<file path="config.mk">
export PLATFORM = sky130hd
export DESIGN_NAME = idu_decode_stage
export DESIGN_NICKNAME = d
export VERILOG_FILES = /design/src/rtl/idu_decode_stage.sv
export SDC_FILE = /design/constraint.sdc
export NUM_CORES = 1
export LEC_CHECK = 0
export BUFFER_PORTS_ARGS = -buffer_cell sky130_fd_sc_hd__buf_2
export CORE_ASPECT_RATIO = 2
export CORE_UTILIZATION = 50
export CTS_BUF_LIST = sky130_fd_sc_hd__clkbuf_4 sky130_fd_sc_hd__clkbuf_8 sky130_fd_sc_hd__clkbuf_16
export CTS_CLUSTER_DIAMETER = 150
export DETAILED_ROUTE_END_ITERATION = 12
export GPL_ROUTABILITY_DRIVEN = 0
export PLACE_DENSITY = 0.88
export SLEW_MARGIN = 20
export SYNTH_ARGS = -nofsm -noshare
export SYNTH_HDL_FRONTEND = slang
export SYNTH_SLANG_ARGS = --single-unit
</file>
<file path="constraint.sdc">
create_clock -name clk -period 1.7 [get_ports clk]
set_input_delay 0.085 -clock clk [delete_from_list [all_inputs] [get_ports clk]]
set_output_delay 0.085 -clock clk [all_outputs]
set_load 0.005 [all_outputs]
</file>
<file path="src/rtl/idu_decode_stage.sv">
// rtl/idu_decode_stage.sv - RV32I decode stage behind a 2-entry skid buffer
// Registered in_ready; decode is combinational from the head (main) entry.
module idu_decode_stage #(
  parameter int          WIDTH      = 32,
  parameter logic [31:0] RESET_INST = 32'h00000013
) (
  input  logic             clk,
  input  logic             rst,
  input  logic             flush,
  input  logic             in_valid,
  output logic             in_ready,
  input  logic [WIDTH-1:0] in_pc,
  input  logic [31:0]      in_inst,
  output logic             out_valid,
  input  logic             out_ready,
  output logic [WIDTH-1:0] out_pc,
  output logic [31:0]      out_inst,
  output logic [4:0]       out_rs1,
  output logic [4:0]       out_rs2,
  output logic [4:0]       out_rd,
  output logic [2:0]       out_funct3,
  output logic             out_funct7b5,
  output logic [WIDTH-1:0] out_imm,
  output logic [5:0]       out_type,
  output logic             out_illegal,
  output logic             out_ebreak
);

  typedef enum logic [1:0] {EMPTY, ONE, FULL} state_t;

  localparam logic [6:0] OP_R     = 7'b0110011;
  localparam logic [6:0] OP_LOAD  = 7'b0000011;
  localparam logic [6:0] OP_IMM   = 7'b0010011;
  localparam logic [6:0] OP_JALR  = 7'b1100111;
  localparam logic [6:0] OP_SYS   = 7'b1110011;
  localparam logic [6:0] OP_STORE = 7'b0100011;
  localparam logic [6:0] OP_BR    = 7'b1100011;
  localparam logic [6:0] OP_LUI   = 7'b0110111;
  localparam logic [6:0] OP_AUIPC = 7'b0010111;
  localparam logic [6:0] OP_JAL   = 7'b1101111;

  state_t           state_q, state_d;
  logic             in_ready_q;
  logic [WIDTH-1:0] main_pc, skid_pc;
  logic [31:0]      main_inst, skid_inst;
  logic             main_ld_in, main_ld_skid, skid_ld;
  logic             in_fire, out_fire;

  assign in_ready  = in_ready_q;
  assign out_valid = (state_q != EMPTY);
  assign in_fire   = in_valid & in_ready_q;
  assign out_fire  = out_valid & out_ready;

  always_comb begin
    state_d      = state_q;
    main_ld_in   = 1'b0;
    main_ld_skid = 1'b0;
    skid_ld      = 1'b0;
    if (flush) begin
      state_d = EMPTY;
    end else begin
      case (state_q)
        EMPTY: if (in_fire) begin
          state_d    = ONE;
          main_ld_in = 1'b1;
        end
        ONE: begin
          if (in_fire && !out_fire) begin
            state_d = FULL;
            skid_ld = 1'b1;
          end else if (in_fire) begin
            main_ld_in = 1'b1;
          end else if (out_fire) begin
            state_d = EMPTY;
          end
        end
        FULL: if (out_fire) begin
          state_d      = ONE;
          main_ld_skid = 1'b1;
        end
        default: state_d = EMPTY;
      endcase
    end
  end

  always_ff @(posedge clk or negedge rst) begin
    if (!rst) begin
      state_q    <= EMPTY;
      in_ready_q <= 1'b1;
      main_pc    <= '0;
      main_inst  <= RESET_INST;
      skid_pc    <= '0;
      skid_inst  <= RESET_INST;
    end else begin
      state_q    <= state_d;
      in_ready_q <= (state_d != FULL);
      if (main_ld_in) begin
        main_pc   <= in_pc;
        main_inst <= in_inst;
      end else if (main_ld_skid) begin
        main_pc   <= skid_pc;
        main_inst <= skid_inst;
      end
      if (skid_ld) begin
        skid_pc   <= in_pc;
        skid_inst <= in_inst;
      end
    end
  end

  // Field extraction and immediate formation, {J,U,B,S,I,R} one-hot type
  logic [31:0] imm32;
  logic [5:0]  typ;
  logic        ill;

  always_comb begin
    imm32 = '0;
    typ   = '0;
    ill   = 1'b0;
    case (main_inst[6:0])
      OP_R: typ = 6'b000001;
      OP_LOAD, OP_IMM, OP_JALR, OP_SYS: begin
        typ   = 6'b000010;
        imm32 = {{20{main_inst[31]}}, main_inst[31:20]};
      end
      OP_STORE: begin
        typ   = 6'b000100;
        imm32 = {{20{main_inst[31]}}, main_inst[31:25], main_inst[11:7]};
      end
      OP_BR: begin
        typ   = 6'b001000;
        imm32 = {{20{main_inst[31]}}, main_inst[7], main_inst[30:25], main_inst[11:8], 1'b0};
      end
      OP_LUI, OP_AUIPC: begin
        typ   = 6'b010000;
        imm32 = {main_inst[31:12], 12'b0};
      end
      OP_JAL: begin
        typ   = 6'b100000;
        imm32 = {{12{main_inst[31]}}, main_inst[19:12], main_inst[20], main_inst[30:21], 1'b0};
      end
      default: ill = 1'b1;
    endcase
  end

  assign out_pc       = main_pc;
  assign out_inst     = main_inst;
  assign out_rs1      = main_inst[19:15];
  assign out_rs2      = main_inst[24:20];
  assign out_rd       = main_inst[11:7];
  assign out_funct3   = main_inst[14:12];
  assign out_funct7b5 = main_inst[30];
  assign out_imm      = {{(WIDTH-31){imm32[31]}}, imm32[30:0]};
  assign out_type     = typ;
  assign out_illegal  = ill;
  assign out_ebreak   = (main_inst == 32'h00100073);

endmodule

</file>
==> impl_metrics.env, run 1 <==
export IMPL_p_comb_share_pct=23.7
export IMPL_antenna_found_initial=2
export IMPL_grt_pass1_wl_um=31310
export IMPL_arrival_ns=2.05
export IMPL_viasPerCell=5.861
export IMPL_crit_path_start="out_inst[2]"
export IMPL_root_buffer="clkbuf_16"
export IMPL_pre_cts_slack_ns=-0.1523
export IMPL_min_path_type="primary input to flip-flop"
export IMPL_synth_compound_area_share_pct=9.670
export IMPL_cts_tree="built"
export IMPL_initial_core_util_pct=51.67
export IMPL_power_share_switching_pct=29.35
export IMPL_synthCells=550
export IMPL_num_vias=5802
export IMPL_critPathMaxStageDelay_ns=0.44
export IMPL_htree_levels=4
export IMPL_clk_pin_slew_ns=0.06
export IMPL_final_cells=990
export IMPL_dpl_cell_count=867
export IMPL_detail_route_antenna_nets=0
export IMPL_r2r_slack_ns=0.02
export IMPL_yosys_area_share_simple_pct=9.690
export IMPL_power_mw=11.07
export IMPL_p_sw_mw=3.250
export IMPL_cts_buffer_depth=2
export IMPL_cp_max_fo=11
export IMPL_vdd_drop_max_uv=886.6
export IMPL_ff2ff_path_depth=7
export IMPL_seq_area_frac_synth_pct=52.16
export IMPL_hold_slack_ns=0.03401
export IMPL_required_ns=1.62
export IMPL_avgSynthCellArea_um2=11.46
export IMPL_coreArea_um2=12200
export IMPL_gr_usage_all_layers_pct=32.55
export IMPL_synth_top_family_by_area="multiplexers"
export IMPL_final_core_util_pct=75.68
export IMPL_synth_distinct_cells=41
export IMPL_drcViolationCount=0
export IMPL_setup_slack_ns=-0.4326
export IMPL_wl_um=21580
export IMPL_nets=898
export IMPL_critical_path_startpoint_type="flip-flop"
export IMPL_maxCapViolCount=0
export IMPL_syn_num_nets=619
export IMPL_end_kind="output pin"
export IMPL_worstSkewPairLatency_ns=0.41
export IMPL_status="finished with violations"
export IMPL_violations="negative setup slack"
export IMPL_power_density_nw_per_um2=1199
export IMPL_dieArea_um2=13080
export IMPL_rsz0062_at_grt="true"
export IMPL_synthMuxAreaShare_pct=21.45
export IMPL_hold_violations=0
export IMPL_cts_buffers=17
export IMPL_max_freq_mhz=468.9
export IMPL_power_frac_seq_pct=41.2
export IMPL_dp_hpwl_um=12270
export IMPL_p_leak_nw=4.387
export IMPL_design_area_um2=9230
export IMPL_crit_path_cell_trace="mux2i_2 > a32oi_4 > nor2_4 > a21o_1 > buf_2"
export IMPL_crit_path_end="out_imm[26]"
export IMPL_tns_ns=-12.95
export IMPL_timing_rr_end="out_inst[2]"
export IMPL_ys_ff_latch=131
export IMPL_grt_max_degree=83
export IMPL_maxSlewViolCount=0
export IMPL_tightestPinTransition_ns=0.4247
export IMPL_p_clk_share_pct=35.2
export IMPL_power_internal_mw=7.821
export IMPL_die_x_um=81.38
export IMPL_synthAdderAreaFrac_pct=0
export IMPL_slew_headroom_pct=71.42
export IMPL_area_delta_synth_final_pct=46.49
export IMPL_drive_gt1_share_pct=47.21
export IMPL_yosys_warnings=0
export IMPL_critPathKind="flip-flop to output pin"
export IMPL_io_pins=194
export IMPL_synth_xor_area_share_pct=0.2780
export IMPL_reg2reg_from="state_q[0]"
export IMPL_syn_area_um2=6301
export IMPL_slowest_stage="dfrtp_2"
export IMPL_post_route_period_util_pct=125.4
export IMPL_placed_cell_area_um2=7413
export IMPL_rows=57
export IMPL_wl_per_cell_um=21.80
export IMPL_setup_viol=40
export IMPL_overflow=0
export IMPL_first_pass_iters=5
export IMPL_fin_crit_ns=2.133
export IMPL_fin_skew_ns=0.009090
export IMPL_clock_sinks=131
export IMPL_grt_pass1_vias=6005
export IMPL_port_buffers=193
export IMPL_drtIter0Drc=458
export IMPL_fp_dieH_um=160.8
-- worst min-delay path by stage --
stage	from	end	slack (ns)	depth (start not counted)
2_1_floorplan	rst	out_inst[10]	-0.21	0
3_3_place_gp	rst	skid_pc[3]	0.03	1
6_report	out_ready	state_q[0]	0.03	3
4_1_cts	out_ready	state_q[0]	0.03	3
5_1_grt	out_ready	state_q[0]	0.05	3
3_5_place_dp	rst	skid_pc[3]	0.03	1
-- area by class of cell --
class | count | area [µm²]
diodes | 2 | 5.005
well taps | 147 | 183.9
clock buffers | 19 | 452.9
repair buffers | 315 | 2277
clock inverters | 12 | 177.7
fillers | 729 | 2965
flip-flops and latches | 131 | 3293
inverters | 1 | 3.754
multi-input cells | 363 | 2836
-- cell families (layout without fill, tap and decap cells) --
| group | after synthesis | after routing |
|---|---|---|
| simple gates | 132 | 132 |
| flops | 131 | 131 |
| mux | 127 | 127 |
| compound gates | 102 | 102 |
| buf+inv | 56 | 347 |
| xor+xnor | 2 | 2 |
| other cells | 0 | 2 |
-- power groups by stage --
stage	combinational (mW)	sequential [mW]	clock, mW
final	2.62	4.56	3.89
after global routing	2.81	4.60	4.08
after CTS	2.34	4.47	3.92
after detailed placement	2.02	4.52	0
after global placement	1.91	4.43	0
after floorplan	1.19	4.36	0
-- placed cells by master (no fill, tap or decap), drive strengths merged, types with 3 or more instances in the layout --
master         n
a21o          19
inv            4
nor2b          3
mux2          64
mux2i         63
clkinv         4
dfrtp        124
dfstp          7
a21oi          7
nor4           9
o21ai         64
nor2          11
dlygate4sd3   66
clkbuf        21
a22o           4
nor3           4
buf          247
nand3         10
and2           9
bufinv         4
nand2         77
-- worst max-delay path: cells and delay by family (launching register included) --
kind | cells | cell delay (ns)
multiplexers | 1 | 0.34
AO/OA/AOI/OAI | 2 | 0.38
flip-flops | 1 | 0.44
AND/OR/NAND/NOR | 1 | 0.35
buffers and inverters | 1 | 0.12
-- what timing repair did --
item	4_1_cts	5_1_grt
pin swaps	15	9
hold buffers	66	0
gates cloned	1	3
endpoints found under the hold margin	253	0
buffers inserted	11	11
gates resized for setup	43	30
endpoints found under the setup margin	40	72
-- sequential cells by signal (all words and copies together) (netlist names) --
name and cells:
in_ready 1, state_q 2, out_pc 32, out_inst 32
skid_pc 32, skid_inst 32
-- synthesized netlist by cell type (all sizes together) --
cell	count	area, µm²
o31a	1	8.760
nand2b	1	6.260
nor3	4	20.02
nor4	9	62.56
and4bb	1	12.51
nand3	10	50.05
a2bb2oi	2	17.52
nor4b	1	8.760
a21oi	7	35.03
a311o	1	10.01
nand4	1	6.260
buf	50	401.6
a32oi	1	8.760
nand2	77	289.0
o21ai	64	320.3
mux2	64	720.7
nor2	11	41.29
a221oi	1	15.01
xor2	2	17.52
or2	2	12.51
nor3b	1	7.510
a221o	1	10.01
inv	1	3.750
dfstp	7	183.9
mux2i	63	630.6
nor2b	3	21.27
and2	9	56.30
and2b	1	7.510
a21o	19	142.6
a22o	4	35.03
o22ai	1	6.260
and3b	1	8.760
clkbuf	5	20.01
dfrtp	124	3103
-- metal layers --
metal	share of wire [%]	track usage (%)	routed length [µm]	up-vias
met5	0	0	0	-
met1	34	32.98	7231	2875
li1	-	-	-	2483
met4	5.6	18.75	1216	0
met2	55	56.86	11770	344
met3	6.3	9.545	1361	100
No activity file was read; power rests on OpenSTA's default activity.
==> run 2, diff against run 1 <==
--- a/config.mk
+++ b/config.mk
@@ -13,6 +13,7 @@
 export DETAILED_ROUTE_END_ITERATION = 12
 export GPL_ROUTABILITY_DRIVEN = 0
 export PLACE_DENSITY = 0.88
+export SETUP_SLACK_MARGIN = 0.4
 export SLEW_MARGIN = 20
 export SYNTH_ARGS = -nofsm -noshare
 export SYNTH_HDL_FRONTEND = slang
==> impl_metrics.env, run 2 <==
export IMPL_status="stopped before the end"
export IMPL_lastStage="5_1_grt"
export IMPL_tool_error="[ERROR GRT-0232] Routing congestion too high. Check the congestion heatmap in the GUI."
export IMPL_cts_buffers=17
export IMPL_synth_edf_count=0
export IMPL_cts_buffer_depth=2
export IMPL_root_buffer="clkbuf_16"
export IMPL_avgSynthCellArea_um2=11.46
export IMPL_syn_area_um2=6301
export IMPL_io_pins=194
export IMPL_fp_dieH_um=160.8
export IMPL_worst_ep_kind="top-level output"
export IMPL_synth_commonest_cells="dfrtp_1, nand2_1, mux2_2, mux2i_1, o21ai_1"
export IMPL_synth_distinct_cells=41
export IMPL_dp_hpwl_um=12220
export IMPL_gr_usage_all_layers_pct=70.89
export IMPL_synth_area_leader_cell="dfrtp_1"
export IMPL_htree_levels=4
export IMPL_grt_max_degree=65
export IMPL_rows=57
export IMPL_worstEndpointGrtRepair="out_imm[25]"
export IMPL_yosysMostFrequentCell="dfrtp_1"
export IMPL_clock_sinks=131
export IMPL_synth_async_reset_ratio_pct=100.0
export IMPL_initial_core_util_pct=51.67
export IMPL_synth_ff_type="dfrtp_1"
export IMPL_die_x_um=81.38
export IMPL_ys_top_cells_by_area="dfrtp_1, mux2_2, mux2i_1"
export IMPL_yosys_warnings=0
export IMPL_syn_num_nets=619
export IMPL_overflow=2
export IMPL_synthCells=550
export IMPL_yosys_area_top_type_share_pct=49.25
export IMPL_port_buffers=193
export IMPL_seq_area_frac_synth_pct=52.16
export IMPL_ys_ff_latch=131
## run 2: cell counts after synthesis
Identical to the previous run, type by type.
## run 2: logic make-up after synthesis
kind of cell	synth area share, %
xor+xnor	0.2780
buf+inv	6.751
simple gates	9.690
mux	21.45
compound gates	9.670
flops	52.16
## run 2: per-layer routing
metal,global-route usage [%],GRT overflow
met4,70.86,2
met5,13.75,0
met3,52.67,0
met1,71.40,0
met2,87.73,0
## run 2: metrics by stage
step	area, µm²	hold WS [ns]	setup WS (ns)	instances	setup TNS [ns]
floorplan	6411	-0.2106	0.2584	550	0
global placement	7462	0.1018	-0.06784	867	-0.5573
detailed placement	7462	0.1177	-0.1813	867	-1.832
CTS	10710	0.03350	-0.3248	1049	-9.189
## run 2: timing repair
action / in CTS
gates resized for setup: 209
gates cloned: 33
hold buffers: 66
pin swaps: 57
hold endpoints to repair: 180
setup buffers: 51
setup endpoints to repair: 173
==> run 3, diff against run 2 <==
==> config.mk (replaced) <==
export PLATFORM = sky130hd
export DESIGN_NAME = idu_decode_stage
export DESIGN_NICKNAME = d
export VERILOG_FILES = /design/src/rtl/idu_decode_stage.sv
export SDC_FILE = /design/constraint.sdc
export NUM_CORES = 1
export LEC_CHECK = 0
export BUFFER_PORTS_ARGS = -buffer_cell sky130_fd_sc_hd__buf_2
export CORE_UTILIZATION = 35
export DETAILED_ROUTE_END_ITERATION = 12
export GPL_ROUTABILITY_DRIVEN = 0
export PLACE_DENSITY_LB_ADDON = 0.15
export SLEW_MARGIN = 20
export SYNTH_ARGS = -nofsm -noshare
export SYNTH_HDL_FRONTEND = slang
export SYNTH_SLANG_ARGS = --single-unit
==> impl_metrics.env, run 3 (synthesized netlist as in run 1, its figures left out) <==
export IMPL_power_mw=10.54
export IMPL_overflow=0
export IMPL_num_vias=5299
export IMPL_slowest_stage="dfstp_2"
export IMPL_fp_dieH_um=136.2
export IMPL_initial_core_util_pct=36.18
export IMPL_dieArea_um2=18540
export IMPL_final_core_util_pct=53.19
export IMPL_drive_gt1_share_pct=46.64
export IMPL_root_buffer="clkbuf_16"
export IMPL_cts_tree="built"
export IMPL_grt_pass1_wl_um=27650
export IMPL_cp_max_fo=11
export IMPL_viasPerCell=4.943
export IMPL_detail_route_antenna_nets=0
export IMPL_drtIter0Drc=205
export IMPL_final_cell_mix="buf_2, dfrtp_1, nand2_1, dlygate4sd3_1, mux2_2"
export IMPL_slew_headroom_pct=71.38
export IMPL_maxSlewViolCount=0
export IMPL_wl_um=17620
export IMPL_setup_slack_ns=-0.3484
export IMPL_crit_path_start="out_inst[4]"
export IMPL_area_delta_synth_final_pct=47.02
export IMPL_fin_skew_ns=0.007462
export IMPL_dpl_cell_count=955
export IMPL_grt_pass1_vias=5379
export IMPL_hold_slack_ns=0.1617
export IMPL_io_pins=194
export IMPL_coreArea_um2=17420
export IMPL_cts_buffer_depth=2
export IMPL_tightestPinTransition_ns=0.4293
export IMPL_antenna_cells=0
export IMPL_critPathKind="flip-flop to output pin"
export IMPL_required_ns=1.62
export IMPL_post_route_period_util_pct=120.5
export IMPL_final_cells=1072
export IMPL_final_common_cell="buf_2"
export IMPL_worstSkewPairLatency_ns=0.42
export IMPL_rows=48
export IMPL_die_x_um=136.2
export IMPL_reg2reg_from="in_ready"
export IMPL_drcViolationCount=0
export IMPL_arrival_ns=1.96
export IMPL_maxCapViolCount=0
export IMPL_violations="negative setup slack"
export IMPL_min_path_type="primary input to async pin"
export IMPL_crit_path_cell_trace="buf_6 > a21oi_4 > a32oi_2 > buf_4 > nor2_4 > buf_12 > a21o_1 > buf_2"
export IMPL_status="finished with violations"
export IMPL_end_kind="output pin"
export IMPL_max_freq_mhz=488.2
export IMPL_clk_pin_slew_ns=0.06
export IMPL_gr_usage_all_layers_pct=19.56
export IMPL_fin_crit_ns=2.048
export IMPL_grt_max_degree=47
export IMPL_p_leak_nw=4.363
export IMPL_power_density_nw_per_um2=1138
export IMPL_dp_hpwl_um=11720
export IMPL_vdd_drop_max_uv=697.7
export IMPL_critical_path_startpoint_type="flip-flop"
export IMPL_critPathMaxStageDelay_ns=0.56
export IMPL_hold_violations=0
export IMPL_cts_buffers=17
export IMPL_tns_ns=-10.45
export IMPL_clock_sinks=131
export IMPL_port_buffers=193
export IMPL_rsz0062_at_grt="true"
export IMPL_setup_viol=39
export IMPL_wl_per_cell_um=16.44
export IMPL_htree_levels=4
export IMPL_nets=903
export IMPL_first_pass_iters=5
export IMPL_antenna_found_initial=0
run 3: routing by layer:
metal | global-route usage, % | vias up | wire, µm
met4 | 6.728 | 0 | 294
met5 | 0 | - | 0
li1 | - | 2490 | -
met1 | 24.73 | 2609 | 7669
met2 | 31.92 | 169 | 8657
met3 | 5.481 | 31 | 998
run 3: worst max-delay path, delay by kind of cell (launching register included):
kind | cells | cell delay, ns
buffers and inverters | 4 | 0.55
DFF | 1 | 0.56
and+or+nand+nor | 1 | 0.04
AOI/OAI and AO/OA | 3 | 0.40
run 3: power by group:
part	switching (mW)	leakage [nW]	internal, mW	total [mW]
Combinational	1.07	2.48	1.40	2.46
Clock	1.38	0.278	2.23	3.61
Sequential	0.558	1.60	3.91	4.46
Total	3.01	4.36	7.54	10.5
run 3: worst paths after layout:
path / to / slack, ns / cells after the start
max reg2reg: out_inst[25] / 0.09 / 5
min: out_pc[27] / 0.16 / 2
max in group asynchronous: out_inst[28] / 0.91 / 3
max: out_imm[24] / -0.35 / 8
min in group clk: state_q[0] / 0.30 / 5
min reg2reg: skid_inst[25] / 0.51 / 1
run 3: timing repair:
action | CTS | global route
buffers inserted | 12 | 6
hold buffers | 67 | 0
endpoints found under the hold margin | 211 | 0
endpoints found under the setup margin | 40 | 55
gates resized for setup | 41 | 27
pin swaps | 7 | 14
cloned | 1 | 0
run 3: final cells by class:
cell class                 count  area, µm²
clock buffer                  20      456.7
inverter                       1      3.754
tap                          225      281.5
clock inverter                12      131.4
timing repair buffer         320       2280
multi-input combinational    363       2820
fill                        1528       8153
sequential                   131       3291
run 3: stage by stage:
step                setup WS (ns)  cell area [µm²]
floorplan                  0.1722             6301
global placement         -0.05513             7574
detailed placement        -0.1276             7574
CTS                       -0.2947             9112
global route              -0.4364             9264
finish                    -0.3484             9264
==> run 4, diff against run 3 <==
==> constraint.sdc (replaced) <==
create_clock -name clk -period 2 [get_ports clk]
set_input_delay 0.1 -clock clk [delete_from_list [all_inputs] [get_ports clk]]
set_output_delay 0.1 -clock clk [all_outputs]
set_load 0.005 [all_outputs]
==> impl_metrics.env, run 4 (synthesized netlist as in run 1, its figures left out) <==
export IMPL_required_ns=1.90
export IMPL_viasPerCell=4.983
export IMPL_rows=48
export IMPL_grt_pass1_vias=5338
export IMPL_dp_hpwl_um=11380
export IMPL_drtIter0Drc=178
export IMPL_power_density_nw_per_um2=966.4
export IMPL_root_buffer="clkbuf_16"
export IMPL_final_cell_mix="buf_2, dfrtp_1, nand2_1, dlygate4sd3_1, mux2_2"
export IMPL_port_buffers=193
export IMPL_p_clk_share_pct=33.6
export IMPL_area_delta_synth_final_pct=42.16
export IMPL_critPathMaxStageDelay_ns=0.58
export IMPL_hold_slack_ns=0.06840
export IMPL_grt_pass1_wl_um=27190
export IMPL_wl_met3_um=1055
export IMPL_top_layer="met4"
export IMPL_worstSkewPairLatency_ns=0.42
export IMPL_power_share_switching_pct=29.23
export IMPL_critPathKind="flip-flop to output pin"
export IMPL_htree_levels=4
export IMPL_dpl_cell_count=931
export IMPL_status="finished with violations"
export IMPL_clk_pin_slew_ns=0.06
export IMPL_final_seq_area_um2=3292
export IMPL_critPathTopFamily="flip-flops"
export IMPL_cts_buffer_depth=2
export IMPL_wl_um=17380
export IMPL_crit_buf_inv=4
export IMPL_die_x_um=136.2
export IMPL_clock_sinks=131
export IMPL_critical_path_startpoint_type="flip-flop"
export IMPL_p_leak_nw=4.196
export IMPL_wl_met1_um=7475
export IMPL_maxSlewViolCount=0
export IMPL_design_area_um2=8957
export IMPL_p_comb_share_pct=22.1
export IMPL_coreArea_um2=17420
export IMPL_hold_violations=0
export IMPL_antenna_cells=0
export IMPL_cts_tree="built"
export IMPL_rsz0062_at_grt="true"
export IMPL_crit_path_cell_trace="buf_12 > buf_4 > nand2_2 > nor2_1 > buf_4 > a21o_1 > buf_2"
export IMPL_grt_max_degree=81
export IMPL_fin_crit_ns=2.036
export IMPL_cts_buffers=17
export IMPL_post_route_period_util_pct=101.8
export IMPL_antenna_found_initial=0
export IMPL_pre_cts_slack_ns=0.08750
export IMPL_slowest_stage="dfstp_2"
export IMPL_violations="negative setup slack"
export IMPL_tightestPinTransition_ns=0.5394
export IMPL_wl_per_cell_um=16.60
export IMPL_io_pins=194
export IMPL_fill_cells=1566
export IMPL_crit_top_cell="buf_4"
export IMPL_num_vias=5217
export IMPL_tns_ns=-0.4387
export IMPL_p_sw_mw=2.531
export IMPL_cp_max_fo=12
export IMPL_end_kind="output pin"
export IMPL_overflow=0
export IMPL_multi_input_area_um2=2800
export IMPL_vdd_drop_max_uv=607.4
export IMPL_detail_route_antenna_nets=0
export IMPL_dieArea_um2=18540
export IMPL_fp_dieH_um=136.2
export IMPL_slew_headroom_pct=64.04
export IMPL_placed_cell_area_um2=7381
export IMPL_initial_core_util_pct=36.18
export IMPL_setup_slack_ns=-0.03610
export IMPL_maxCapViolCount=0
export IMPL_setup_viol=22
export IMPL_drive_gt1_share_pct=44.53
export IMPL_drcViolationCount=0
export IMPL_power_frac_seq_pct=44.2
export IMPL_wl_met2_um=8599
export IMPL_power_internal_mw=6.126
export IMPL_final_cells=1047
export IMPL_gr_usage_all_layers_pct=19.34
export IMPL_min_path_type="primary input to flip-flop"
export IMPL_nets=878
export IMPL_final_common_cell="buf_2"
export IMPL_arrival_ns=1.94
export IMPL_first_pass_iters=6
export IMPL_max_freq_mhz=491.1
export IMPL_fin_skew_ns=0.01118
## run 4: changes by cell type in the layout (fill, tap and decap cells not counted), moves of 3 or more
cell,previous run,this run
nand3_1,6,9
nand3_2,3,0
buf_4,34,24
buf_6,18,6
## run 4: power by group through the flow
stage / sequential, mW / clock, mW / combinational [mW]
after floorplan: 3.71 / 0 / 1.01
after CTS: 3.82 / 2.98 / 1.83
final: 3.83 / 2.91 / 1.92
after detailed placement: 3.87 / 0 / 1.56
after global placement: 3.82 / 0 / 1.50
after global routing: 3.91 / 3.10 / 2.12
## run 4: area by class of cell
cell class	instances	share of cell area, %
multi-input combinational	364	31.26
clock buffer	19	4.945
tap	225	3.143
timing repair buffer	294	22.60
clock inverter	13	1.257
sequential	131	36.75
inverter	1	0.04191
## run 4: layer usage
metal  global-route usage, %  vias to the layer above
li1                        -                     2436
met1                   23.81                     2577
met2                   32.18                      184
met3                   5.444                       20
met4                   6.975                        0
met5                       0                        -
## run 4: worst paths after layout
| check | slack, ns | cells past startpoint | startpoint | to |
|---|---|---|---|---|
| min in group asynchronous | 0.22 | 2 | rst | skid_pc[27] |
| worst max register to register | 0.22 | 5 | state_q[0] | state_q[0] |
| max in group asynchronous | 1.11 | 3 | rst | out_inst[6] |
| worst min register to register | 0.50 | 1 | skid_pc[0] | out_pc[0] |
| worst max-delay path | -0.04 | 7 | out_inst[4] | out_imm[25] |
| worst min-delay path | 0.07 | 4 | out_ready | state_q[1] |
## run 4: tightest hold or removal path: stages
cell     delay (ns)
buf_2          0.12
nor2_1         0.08
nand2_1        0.09
nand2_1        0.05
## run 4: repair_timing
action                                  4_1_cts  5_1_grt
pin swaps                                     6       11
hold endpoints to repair                    173        0
buffers inserted                             13        5
resized for setup                            31       17
cloned                                        0        1
endpoints found under the setup margin       33       34
hold buffers                                 67        0
## run 4: through the flow
stage	total power, mW	util, %
finish	8.657	51.43
global route	9.131	51.43
CTS	8.638	50.70
detailed placement	5.431	42.38
global placement	5.323	42.38
floorplan	4.719	-
